`config.mk`:
```
export PLATFORM = sky130hd
export DESIGN_NAME = id_stage_flat
export DESIGN_NICKNAME = d
export VERILOG_FILES = /design/src/rtl/id_stage_if.sv /design/src/rtl/id_stage.sv /design/src/flat_wrapper.sv
export SDC_FILE = /design/constraint.sdc
export NUM_CORES = 2
export LEC_CHECK = 0
export ABC_AREA = 1
export CAP_MARGIN = 20
export CORE_MARGIN = 2
export CORE_UTILIZATION = 26
export CTS_CLUSTER_DIAMETER = 200
export DETAILED_ROUTE_END_ITERATION = 10
export HOLD_SLACK_MARGIN = 0.08
export PLACE_DENSITY = 0.51
export SLEW_MARGIN = 30
export SYNTH_ARGS = -nofsm -noshare
export SYNTH_HDL_FRONTEND = slang
export SYNTH_SLANG_ARGS = --single-unit
```
`constraint.sdc`:
```
create_clock -name clk -period 7.4 [get_ports clk]
set_input_delay 0.74 -clock clk [delete_from_list [all_inputs] [get_ports clk]]
set_output_delay 0.74 -clock clk [all_outputs]
set_load 0.01 [all_outputs]
```
`src/rtl/id_stage_if.sv`:
```
// Handshake bundle between the IF/ID register, the decode stage and the ID/EX register.
// The master drives fetch and EX-side readiness; the slave (id_stage) drives the decoded bundle.
interface id_stage_if #(
  parameter int XLEN = 32
);
  logic            if_valid;
  logic [XLEN-1:0] if_pc;
  logic [31:0]     if_instr;
  logic            id_ready;
  logic            ex_ready;
  logic            ex_valid;
  logic [XLEN-1:0] ex_pc;
  logic [XLEN-1:0] ex_rd1;
  logic [XLEN-1:0] ex_rd2;
  logic [XLEN-1:0] ex_imm;
  logic [4:0]      ex_rs;
  logic [4:0]      ex_rt;
  logic [4:0]      ex_rd;
  logic [9:0]      ex_ctrl;
  logic            ex_illegal;

  modport master (
    output if_valid, if_pc, if_instr, ex_ready,
    input  id_ready, ex_valid, ex_pc, ex_rd1, ex_rd2, ex_imm,
           ex_rs, ex_rt, ex_rd, ex_ctrl, ex_illegal
  );

  modport slave (
    input  if_valid, if_pc, if_instr, ex_ready,
    output id_ready, ex_valid, ex_pc, ex_rd1, ex_rd2, ex_imm,
           ex_rs, ex_rt, ex_rd, ex_ctrl, ex_illegal
  );
endinterface

```
`src/rtl/id_stage.sv`:
```
// MIPS-subset decode stage: control decode, register file with write-through bypass,
// immediate extension, load-use bubble insertion and flush handling into the ID/EX register.
module id_stage #(
  parameter int XLEN = 32,
  parameter int NREG = 32
) (
  input  logic            clk,
  input  logic            rst_n,
  id_stage_if.slave       bus,
  input  logic            flush,
  input  logic            wb_en,
  input  logic [4:0]      wb_addr,
  input  logic [XLEN-1:0] wb_data
);

  localparam logic [5:0] OP_R    = 6'b000000;
  localparam logic [5:0] OP_LW   = 6'b100011;
  localparam logic [5:0] OP_SW   = 6'b101011;
  localparam logic [5:0] OP_BEQ  = 6'b000100;
  localparam logic [5:0] OP_ADDI = 6'b001000;
  localparam logic [5:0] OP_J    = 6'b000010;

  localparam logic [9:0] CTRL_R    = 10'b1000010001;
  localparam logic [9:0] CTRL_LW   = 10'b0001100011;
  localparam logic [9:0] CTRL_SW   = 10'b0000000110;
  localparam logic [9:0] CTRL_BEQ  = 10'b0010001000;
  localparam logic [9:0] CTRL_ADDI = 10'b0000000011;
  localparam logic [9:0] CTRL_J    = 10'b0100000000;

  localparam logic [5:0] NREG_W = 6'(NREG);

  logic [5:0]      opcode_s;
  logic [4:0]      rs_s;
  logic [4:0]      rt_s;
  logic [4:0]      rd_s;
  logic [9:0]      ctrl_s;
  logic            illegal_s;
  logic            uses_rs_s;
  logic            uses_rt_s;
  logic [XLEN-1:0] imm_s;
  logic [XLEN-1:0] rd1_s;
  logic [XLEN-1:0] rd2_s;
  logic            hazard_s;

  logic [XLEN-1:0] regs_r [32];

  logic            ex_valid_r;
  logic [XLEN-1:0] ex_pc_r;
  logic [XLEN-1:0] ex_rd1_r;
  logic [XLEN-1:0] ex_rd2_r;
  logic [XLEN-1:0] ex_imm_r;
  logic [4:0]      ex_rs_r;
  logic [4:0]      ex_rt_r;
  logic [4:0]      ex_rd_r;
  logic [9:0]      ex_ctrl_r;
  logic            ex_illegal_r;

  // Out-of-range and r0 reads are zero; a same-cycle write-back overrides the stored value.
  function automatic logic [XLEN-1:0] rf_read(
    input logic [4:0]      idx,
    input logic [XLEN-1:0] stored,
    input logic            we,
    input logic [4:0]      wa,
    input logic [XLEN-1:0] wd
  );
    logic [XLEN-1:0] val;
    if ((idx == 5'd0) || ({1'b0, idx} >= NREG_W)) begin
      val = '0;
    end else if (we && (wa == idx)) begin
      val = wd;
    end else begin
      val = stored;
    end
    return val;
  endfunction

  assign opcode_s = bus.if_instr[31:26];
  assign rs_s     = bus.if_instr[25:21];
  assign rt_s     = bus.if_instr[20:16];
  assign rd_s     = bus.if_instr[15:11];

  // Opcode decode: control word, legality and which source fields are actually read
  always_comb begin
    ctrl_s    = 10'b0;
    illegal_s = 1'b0;
    uses_rs_s = 1'b0;
    uses_rt_s = 1'b0;
    case (opcode_s)
      OP_R:    begin ctrl_s = CTRL_R;    uses_rs_s = 1'b1; uses_rt_s = 1'b1; end
      OP_LW:   begin ctrl_s = CTRL_LW;   uses_rs_s = 1'b1; end
      OP_SW:   begin ctrl_s = CTRL_SW;   uses_rs_s = 1'b1; uses_rt_s = 1'b1; end
      OP_BEQ:  begin ctrl_s = CTRL_BEQ;  uses_rs_s = 1'b1; uses_rt_s = 1'b1; end
      OP_ADDI: begin ctrl_s = CTRL_ADDI; uses_rs_s = 1'b1; end
      OP_J:    begin ctrl_s = CTRL_J; end
      default: begin illegal_s = 1'b1; end
    endcase
  end

  // Immediate extension: jump target is word-aligned and unsigned, everything else sign-extends
  always_comb begin
    if (opcode_s == OP_J) begin
      imm_s = {{(XLEN-28){1'b0}}, bus.if_instr[25:0], 2'b00};
    end else begin
      imm_s = {{(XLEN-16){bus.if_instr[15]}}, bus.if_instr[15:0]};
    end
  end

  // Operand reads with write-through bypass
  always_comb begin
    rd1_s = rf_read(rs_s, regs_r[rs_s], wb_en, wb_addr, wb_data);
    rd2_s = rf_read(rt_s, regs_r[rt_s], wb_en, wb_addr, wb_data);
  end

  // A load in ID/EX whose destination feeds this instruction forces one bubble
  assign hazard_s = bus.if_valid & ex_valid_r & ex_ctrl_r[6] & (ex_rt_r != 5'd0) &
                    (((ex_rt_r == rs_s) & uses_rs_s) | ((ex_rt_r == rt_s) & uses_rt_s));

  assign bus.id_ready = flush | (bus.ex_ready & ~hazard_s);

  // Register file storage; r0 and indices beyond NREG are never written
  always_ff @(posedge clk) begin
    if (!rst_n) begin
      for (int i = 0; i < 32; i++) begin
        regs_r[i] <= '0;
      end
    end else if (wb_en && (wb_addr != 5'd0) && ({1'b0, wb_addr} < NREG_W)) begin
      regs_r[wb_addr] <= wb_data;
    end
  end

  // ID/EX register: flush beats backpressure, backpressure beats the load-use bubble
  always_ff @(posedge clk) begin
    if (!rst_n) begin
      ex_valid_r   <= 1'b0;
      ex_pc_r      <= '0;
      ex_rd1_r     <= '0;
      ex_rd2_r     <= '0;
      ex_imm_r     <= '0;
      ex_rs_r      <= 5'd0;
      ex_rt_r      <= 5'd0;
      ex_rd_r      <= 5'd0;
      ex_ctrl_r    <= 10'b0;
      ex_illegal_r <= 1'b0;
    end else if (flush) begin
      ex_valid_r   <= 1'b0;
      ex_ctrl_r    <= 10'b0;
      ex_illegal_r <= 1'b0;
    end else if (bus.ex_ready) begin
      if (hazard_s) begin
        ex_valid_r   <= 1'b0;
        ex_ctrl_r    <= 10'b0;
        ex_illegal_r <= 1'b0;
      end else begin
        ex_valid_r   <= bus.if_valid;
        ex_pc_r      <= bus.if_pc;
        ex_rd1_r     <= rd1_s;
        ex_rd2_r     <= rd2_s;
        ex_imm_r     <= imm_s;
        ex_rs_r      <= rs_s;
        ex_rt_r      <= rt_s;
        ex_rd_r      <= rd_s;
        ex_ctrl_r    <= bus.if_valid ? ctrl_s : 10'b0;
        ex_illegal_r <= bus.if_valid ? illegal_s : 1'b0;
      end
    end
  end

  assign bus.ex_valid   = ex_valid_r;
  assign bus.ex_pc      = ex_pc_r;
  assign bus.ex_rd1     = ex_rd1_r;
  assign bus.ex_rd2     = ex_rd2_r;
  assign bus.ex_imm     = ex_imm_r;
  assign bus.ex_rs      = ex_rs_r;
  assign bus.ex_rt      = ex_rt_r;
  assign bus.ex_rd      = ex_rd_r;
  assign bus.ex_ctrl    = ex_ctrl_r;
  assign bus.ex_illegal = ex_illegal_r;

endmodule

```
`src/flat_wrapper.sv`:
```
// flat-port wrapper written by rule: the top's interface ports become plain ports
module id_stage_flat 
#(
  parameter int XLEN = 32,
  parameter int NREG = 32
)
  (clk, rst_n, flush, wb_en, wb_addr, wb_data, bus_if_valid, bus_if_pc, bus_if_instr, bus_ex_ready, bus_id_ready, bus_ex_valid, bus_ex_pc, bus_ex_rd1, bus_ex_rd2, bus_ex_imm, bus_ex_rs, bus_ex_rt, bus_ex_rd, bus_ex_ctrl, bus_ex_illegal);
  id_stage_if #(.XLEN(XLEN)) bus_i ();
  input  logic clk;
  input  logic rst_n;
  input  logic flush;
  input  logic wb_en;
  input  logic [4:0] wb_addr;
  input  logic [XLEN-1:0] wb_data;
  input wire logic [$bits(bus_i.if_valid)-1:0] bus_if_valid;
  input wire logic [$bits(bus_i.if_pc)-1:0] bus_if_pc;
  input wire logic [$bits(bus_i.if_instr)-1:0] bus_if_instr;
  input wire logic [$bits(bus_i.ex_ready)-1:0] bus_ex_ready;
  output wire logic [$bits(bus_i.id_ready)-1:0] bus_id_ready;
  output wire logic [$bits(bus_i.ex_valid)-1:0] bus_ex_valid;
  output wire logic [$bits(bus_i.ex_pc)-1:0] bus_ex_pc;
  output wire logic [$bits(bus_i.ex_rd1)-1:0] bus_ex_rd1;
  output wire logic [$bits(bus_i.ex_rd2)-1:0] bus_ex_rd2;
  output wire logic [$bits(bus_i.ex_imm)-1:0] bus_ex_imm;
  output wire logic [$bits(bus_i.ex_rs)-1:0] bus_ex_rs;
  output wire logic [$bits(bus_i.ex_rt)-1:0] bus_ex_rt;
  output wire logic [$bits(bus_i.ex_rd)-1:0] bus_ex_rd;
  output wire logic [$bits(bus_i.ex_ctrl)-1:0] bus_ex_ctrl;
  output wire logic [$bits(bus_i.ex_illegal)-1:0] bus_ex_illegal;
  assign bus_i.if_valid = bus_if_valid;
  assign bus_i.if_pc = bus_if_pc;
  assign bus_i.if_instr = bus_if_instr;
  assign bus_i.ex_ready = bus_ex_ready;
  assign bus_id_ready = bus_i.id_ready;
  assign bus_ex_valid = bus_i.ex_valid;
  assign bus_ex_pc = bus_i.ex_pc;
  assign bus_ex_rd1 = bus_i.ex_rd1;
  assign bus_ex_rd2 = bus_i.ex_rd2;
  assign bus_ex_imm = bus_i.ex_imm;
  assign bus_ex_rs = bus_i.ex_rs;
  assign bus_ex_rt = bus_i.ex_rt;
  assign bus_ex_rd = bus_i.ex_rd;
  assign bus_ex_ctrl = bus_i.ex_ctrl;
  assign bus_ex_illegal = bus_i.ex_illegal;
  id_stage #(.XLEN(XLEN), .NREG(NREG)) u_core (.clk(clk), .rst_n(rst_n), .bus(bus_i), .flush(flush), .wb_en(wb_en), .wb_addr(wb_addr), .wb_data(wb_data));
endmodule
```
======== After elaboration in Yosys (flattened, before gate mapping) ========
Memories as Yosys holds them, arrays and structs flattened.
Cells that the tools add are included.
operators by class
  equal/unequal tests ..................... 9
  mux-type cells .......................... 21
  bitwise gates (word level) .............. 12
  reductions and logical operators ........ 14
operators by type and width
  kind                count
  $mux 32             6
  $pmux 10 s6         1
  $reduce_or 32->1    1
  $eq 5x5->1          4
  $mux 10             2
  $eq 6x6->1 const B  2
  $mux 1              11
  $logic_not 5->1     2
  $reduce_bool 5->1   2
  $and 1x1->1         7
  $eq 6x2->1 const B  1
  $eq 6x3->1 const B  1
  $eq 6x4->1 const B  1
  $logic_not 6->1     1
  $reduce_or 6->1     1
  $mux 5              1
  $reduce_or 5->1     1
  $logic_and 1x1->1   3
  $not 1->1           3
  $reduce_and 3->1    1
  $reduce_or 3->1     1
  $or 1x1->1          2
  $reduce_or 2->1     1
storage, ports and cells
  bits in registers ....................... 155
  RAM bits ................................ 1024
  input port bits ......................... 107
  output and inout port bits .............. 156
  logic and storage cells ................. 67
  memories ................................ 1
memories
  memory         depth  bits a word  read ports  clocked after Yosys merged registers in  wr ports  line            text
  u_core.regs_r  32     32           2           0                                        32        id_stage.sv:45  logic [XLEN-1:0] regs_r [32];

======== Logic depth before layout (Yosys ltp) ========
  word-level depth ........................ 9
  depth in mapped cells ................... 17
  mapped depth without buffers ............ 14

======== Worst setup path after synthesis ========
Ideal clock, no wire load.
  kind .................................... input port to flip-flop
  from .................................... input wb_addr[4]
  to ...................................... memory u_core.regs_r[17][0], enable pin
  setup time .............................. 0.478 ns
  data arrival time ....................... 2.410 ns
  required time ........................... 6.922 ns
  path slack .............................. 4.512 ns
  stages on the path ...................... 10
  buffers on the path ..................... 2
  path through ............................ buf_2 nor3_1 nand2_1 nand3_1 inv_1 nand3_1 inv_1 nand2_1 buf_2 nand2_1
RTL lines
  element          line                text
  start, declared  flat_wrapper.sv:13  input logic [4:0] wb_addr;
  end, declared    id_stage.sv:45

==> results.tsv <==
stage	metric	value	unit
run_status	status	finished clean	
worst_setup_path	Buf+Inv Stages, Crit Path	3	
worst_setup_path	Crit Path Max Fanout	33	
power_and_ir_drop	Leak	33.27	nW
timing	Final Hold Fails	0	
hold_path	critical hold path startpoint	bus_if_instr[25]	
synthesis	Post-synth EDFFs	1024	
place	number of buffers added on ports	262	
detailed_routing	DRT Pass-1 Iters	9	
timing	worst slew pin tran	1183	ps
place	placed insts	12140	
timing	min cycle time layout	4104	ps
synthesis	Post-Syn Instances	9079	
die	area of the core	251400	um2
synthesis	Synth Area in Adders	0	
die	number of I/O pins	263	
global_routing	vias in the first global route	57160	
synthesis	sequential cell area fraction in the yosys report	0.5126	
detailed_routing	WL/cell	23.59	um
worst_setup_path	setup slack, reg-to-reg	4670	ps
worst_setup_path	reg-to-reg critical path startpoint	u_core.bus.ex_rt[0]$_SDFFE_PN0P_	
power_and_ir_drop	Pwr Total	17.30	mW
die	row cnt	184	
timing	Hold Slack	285.4	ps
worst_setup_path	CP Depth	9	
timing	Layout Skew	24.71	ps
detailed_routing	drt first-iter violations	9017	
timing	Peak Freq	243.7	MHz
synthesis	Post-Synth XOR/XNOR Area	0.0003995	
worst_setup_path	slowest CP cell	nand2_2	
cells_and_area	Seq. cell area	33710	um2
clock_network	Worst-Skew Late Latency	810	ps
worst_setup_path	Worst setup SP type	input pin	
power_and_ir_drop	Pwr per Cell Area	229.4	nW/um2
hold_path	hold path endpoint	u_core.bus.ex_rs[4]$_SDFFE_PN0P_	
die	DIE WIDTH	507.0	um
worst_setup_path	length in cells of the worst reg-to-reg path	13	
hold_path	HP Class	input pin to flip-flop	
worst_setup_path	crit path DAT	4390	ps
clock_network	Root Buffer	clkbuf_16	
clock_network	hold_buf cts	0	
cells_and_area	most frequent cells in the layout	nand2_1, nor2_1, nand3_1	
global_routing	initial antenna violation count	14	
cells_and_area	Layout Area Growth over Synthesis	14.66	%
power_and_ir_drop	worst vdd ir	0.1693	mV
timing	relative slew slack	0.2113	
synthesis	Synth cell types	30	
cells_and_area	Layout Cells excl Fill	12400	
hold_path	hold path depth	3	
worst_setup_path	CP cell instances	clkdlybuf4s50_1 > nor3_1 > nand2_1 > nand3_1 > inv_1 > nand3_1 > inv_1 > nand2_2 > nand2_2	
synthesis	mux cell area share after synthesis	0	
die	Initial Util	0.2616	
clock_network	total CTS buffers	144	
synthesis	simple-gate share of the synthesized area	0.3840	
global_routing	grt total ovfl	0	
worst_setup_path	Crit path max-delay family	simple AND/OR/NAND/NOR gates	
flow_run	max-cap violation count	0	
synthesis	flops & latches, synth	1172	
clock_network	CTS tree	yes	
detailed_routing	vias per cell	5.050	
synthesis	top_reg_cell synth	edfxtp_1	
clock_network	Setup Buffers After CTS	0	
place	Area after DPL	70770	um2
synthesis	post-synthesis instance area	65770	um2
clock_network	CTS Sinks	1172	
place	GPL Wtd Cong	0.9452	
timing	RSZ-0062 raised after global routing	false	
die	die area	257000	um2
global_routing	largest net degree at the start of global routing	160	
synthesis	Avg Cell Area, Syn	7.244	um2
synthesis	largest family of logic cells by synthesized area	simple AND/OR/NAND/NOR gates	
synthesis	asr flop ratio synth	0	
clock_network	post-CTS sizing	0	
timing	period utilisation layout	0.5546	
detailed_routing	vias	62640	
cells_and_area	layout cells sized above 1	0.04686	
worst_setup_path	Crit Reg-Reg Endpoint	u_core.bus.ex_imm[8]$_SDFFE_PN0P_	
worst_setup_path	crit-path max cell delay	840	ps
worst_setup_path	Crit. End Element	flip-flop	
timing	Finish-stage setup viols	0	
cells_and_area	Fillers	27070	
detailed_routing	number of routed nets with antenna violations	0	
global_routing	global-route wire length before repair	414500	um
clock_network	CTS clk-pin slew, worst paths	60	ps
worst_setup_path	Crit Path Class	input pin to flip-flop	
place	HPWL after DPL	180000	um
detailed_routing	drt drc	0	
clock_network	Clock H-tree levels	4	
cells_and_area	post-route cell area	75410	um2
cells_and_area	Multi-input gate area	26380	um2
timing	Max Slew Vio Count	0	
cells_and_area	nets@finish	9045	
synthesis	compound-cell area share of the yosys netlist	0.01027	
clock_network	maximum root-to-sink buffer count	3	
synthesis	Ys Warns	0	
cells_and_area	most common cell after layout, fill and taps aside	nand2_1	
die	Die Ht	507.0	um
worst_setup_path	Req. time, crit path	7690	ps
detailed_routing	Total Wirelength	292600	um
timing	Fin Setup TNS	0	ps
global_routing	gr usage total	0.2203	
## routing by layer
metal	vias up	wire length, um	GRT usage
met5	-	11	0
met4	2	14100	0.1021
met3	494	35960	0.05536
met2	3910	121200	0.3176
met1	30120	121400	0.3071
li1	28110	-	-
## layout make-up
cell class              count  share of cell area
repair buffers            360             0.04697
diodes                      8           0.0002655
clock inverters            61            0.006388
clock buffers             195             0.05363
well taps                3348             0.05555
multi-input cells        6462              0.3498
inverters                 798             0.04037
flip-flops and latches   1172              0.4471
## per-stage QoR
step | utilization | setup WS, ps
floorplan | - | 4512
global placement | 0.2811 | 2451
detailed placement | 0.2815 | 2548
CTS | 0.2995 | 3397
global route | 0.2999 | 3156
finish | 0.3000 | 3296
## Yosys cell counts (2+ instances only)
master    instances  share of area
buf_1            55         0.0031
nor2_4            3        0.00051
nand4_1          37         0.0035
o22ai_1           6        0.00057
nor3_1            9        0.00068
nand2_2           2        0.00019
a21oi_1         107         0.0081
inv_1           779          0.044
buf_6             2        0.00034
nor2_1         1909           0.11
dfxtp_1         148          0.045
inv_4             3        0.00029
clkbuf_1        247          0.014
clkinv_1          4        0.00023
buf_2           348          0.026
o21ai_0          18         0.0014
or2_2             2        0.00019
nand2_1        3145           0.18
nand3_1        1183          0.090
edfxtp_1       1024           0.47
xnor2_1           2        0.00027
buf_4            26         0.0030
nor2_2            2        0.00019
inv_2            12        0.00068
## worst max path at each step
stage | slack (ps) | to | startpoint
after floorplan | 4510 | u_core.regs_r[17][0]$_SDFFCE_PN0P_ | wb_addr[4]
after global routing | 3160 | u_core.regs_r[6][15]$_SDFFCE_PN0P_ | wb_addr[2]
after global placement | 2450 | u_core.regs_r[4][26]$_SDFFCE_PN0P_ | wb_addr[2]
after detailed placement | 2550 | u_core.regs_r[17][23]$_SDFFCE_PN0P_ | wb_addr[2]
final | 3300 | u_core.regs_r[9][29]$_SDFFCE_PN0P_ | wb_addr[2]
after CTS | 3400 | u_core.regs_r[17][15]$_SDFFCE_PN0P_ | wb_addr[2]
## where the power goes
group | total [mW] | switching (mW) | internal (mW)
logic | 2.60 | 1.98 | 0.621
registers | 7.71 | 0.166 | 7.54
clock network | 6.99 | 2.93 | 4.06
## worst reg2reg max path: stages, from the launching register on
cell and delay [ps]:
dfxtp_1 490, inv_1 130, nand2_1 80, nand2_1 60
nand2_1 70, nor2_1 50, nand3_1 60, nand2_1 70
nand2_2 130, nand2_2 110, nor2_4 510, buf_4 560
nand2_1 200, a21oi_1 160
## flip-flops by register name, indices dropped and copies added, names as in the netlist
name / cells
u_core.bus.ex_rs: 5
u_core.bus.ex_rt: 5
u_core.regs_r: 1024
u_core.bus.ex_pc: 32
u_core.bus.ex_imm: 29
u_core.bus.ex_rd2: 32
u_core.bus.ex_illegal: 1
u_core.bus.ex_rd1: 32
u_core.bus.ex_rd: 4
u_core.bus.ex_valid: 1
u_core.bus.ex_ctrl: 7
## kinds of logic after synthesis
kind of cell              count (synthesis)
and+or+nand+nor                        6294
buffers and inverters                  1476
DFF                                    1172
AOI/OAI and AO/OA                       133
xor gates and xnor gates                  3
other                                     1
(Power assumes the default switching activity.)
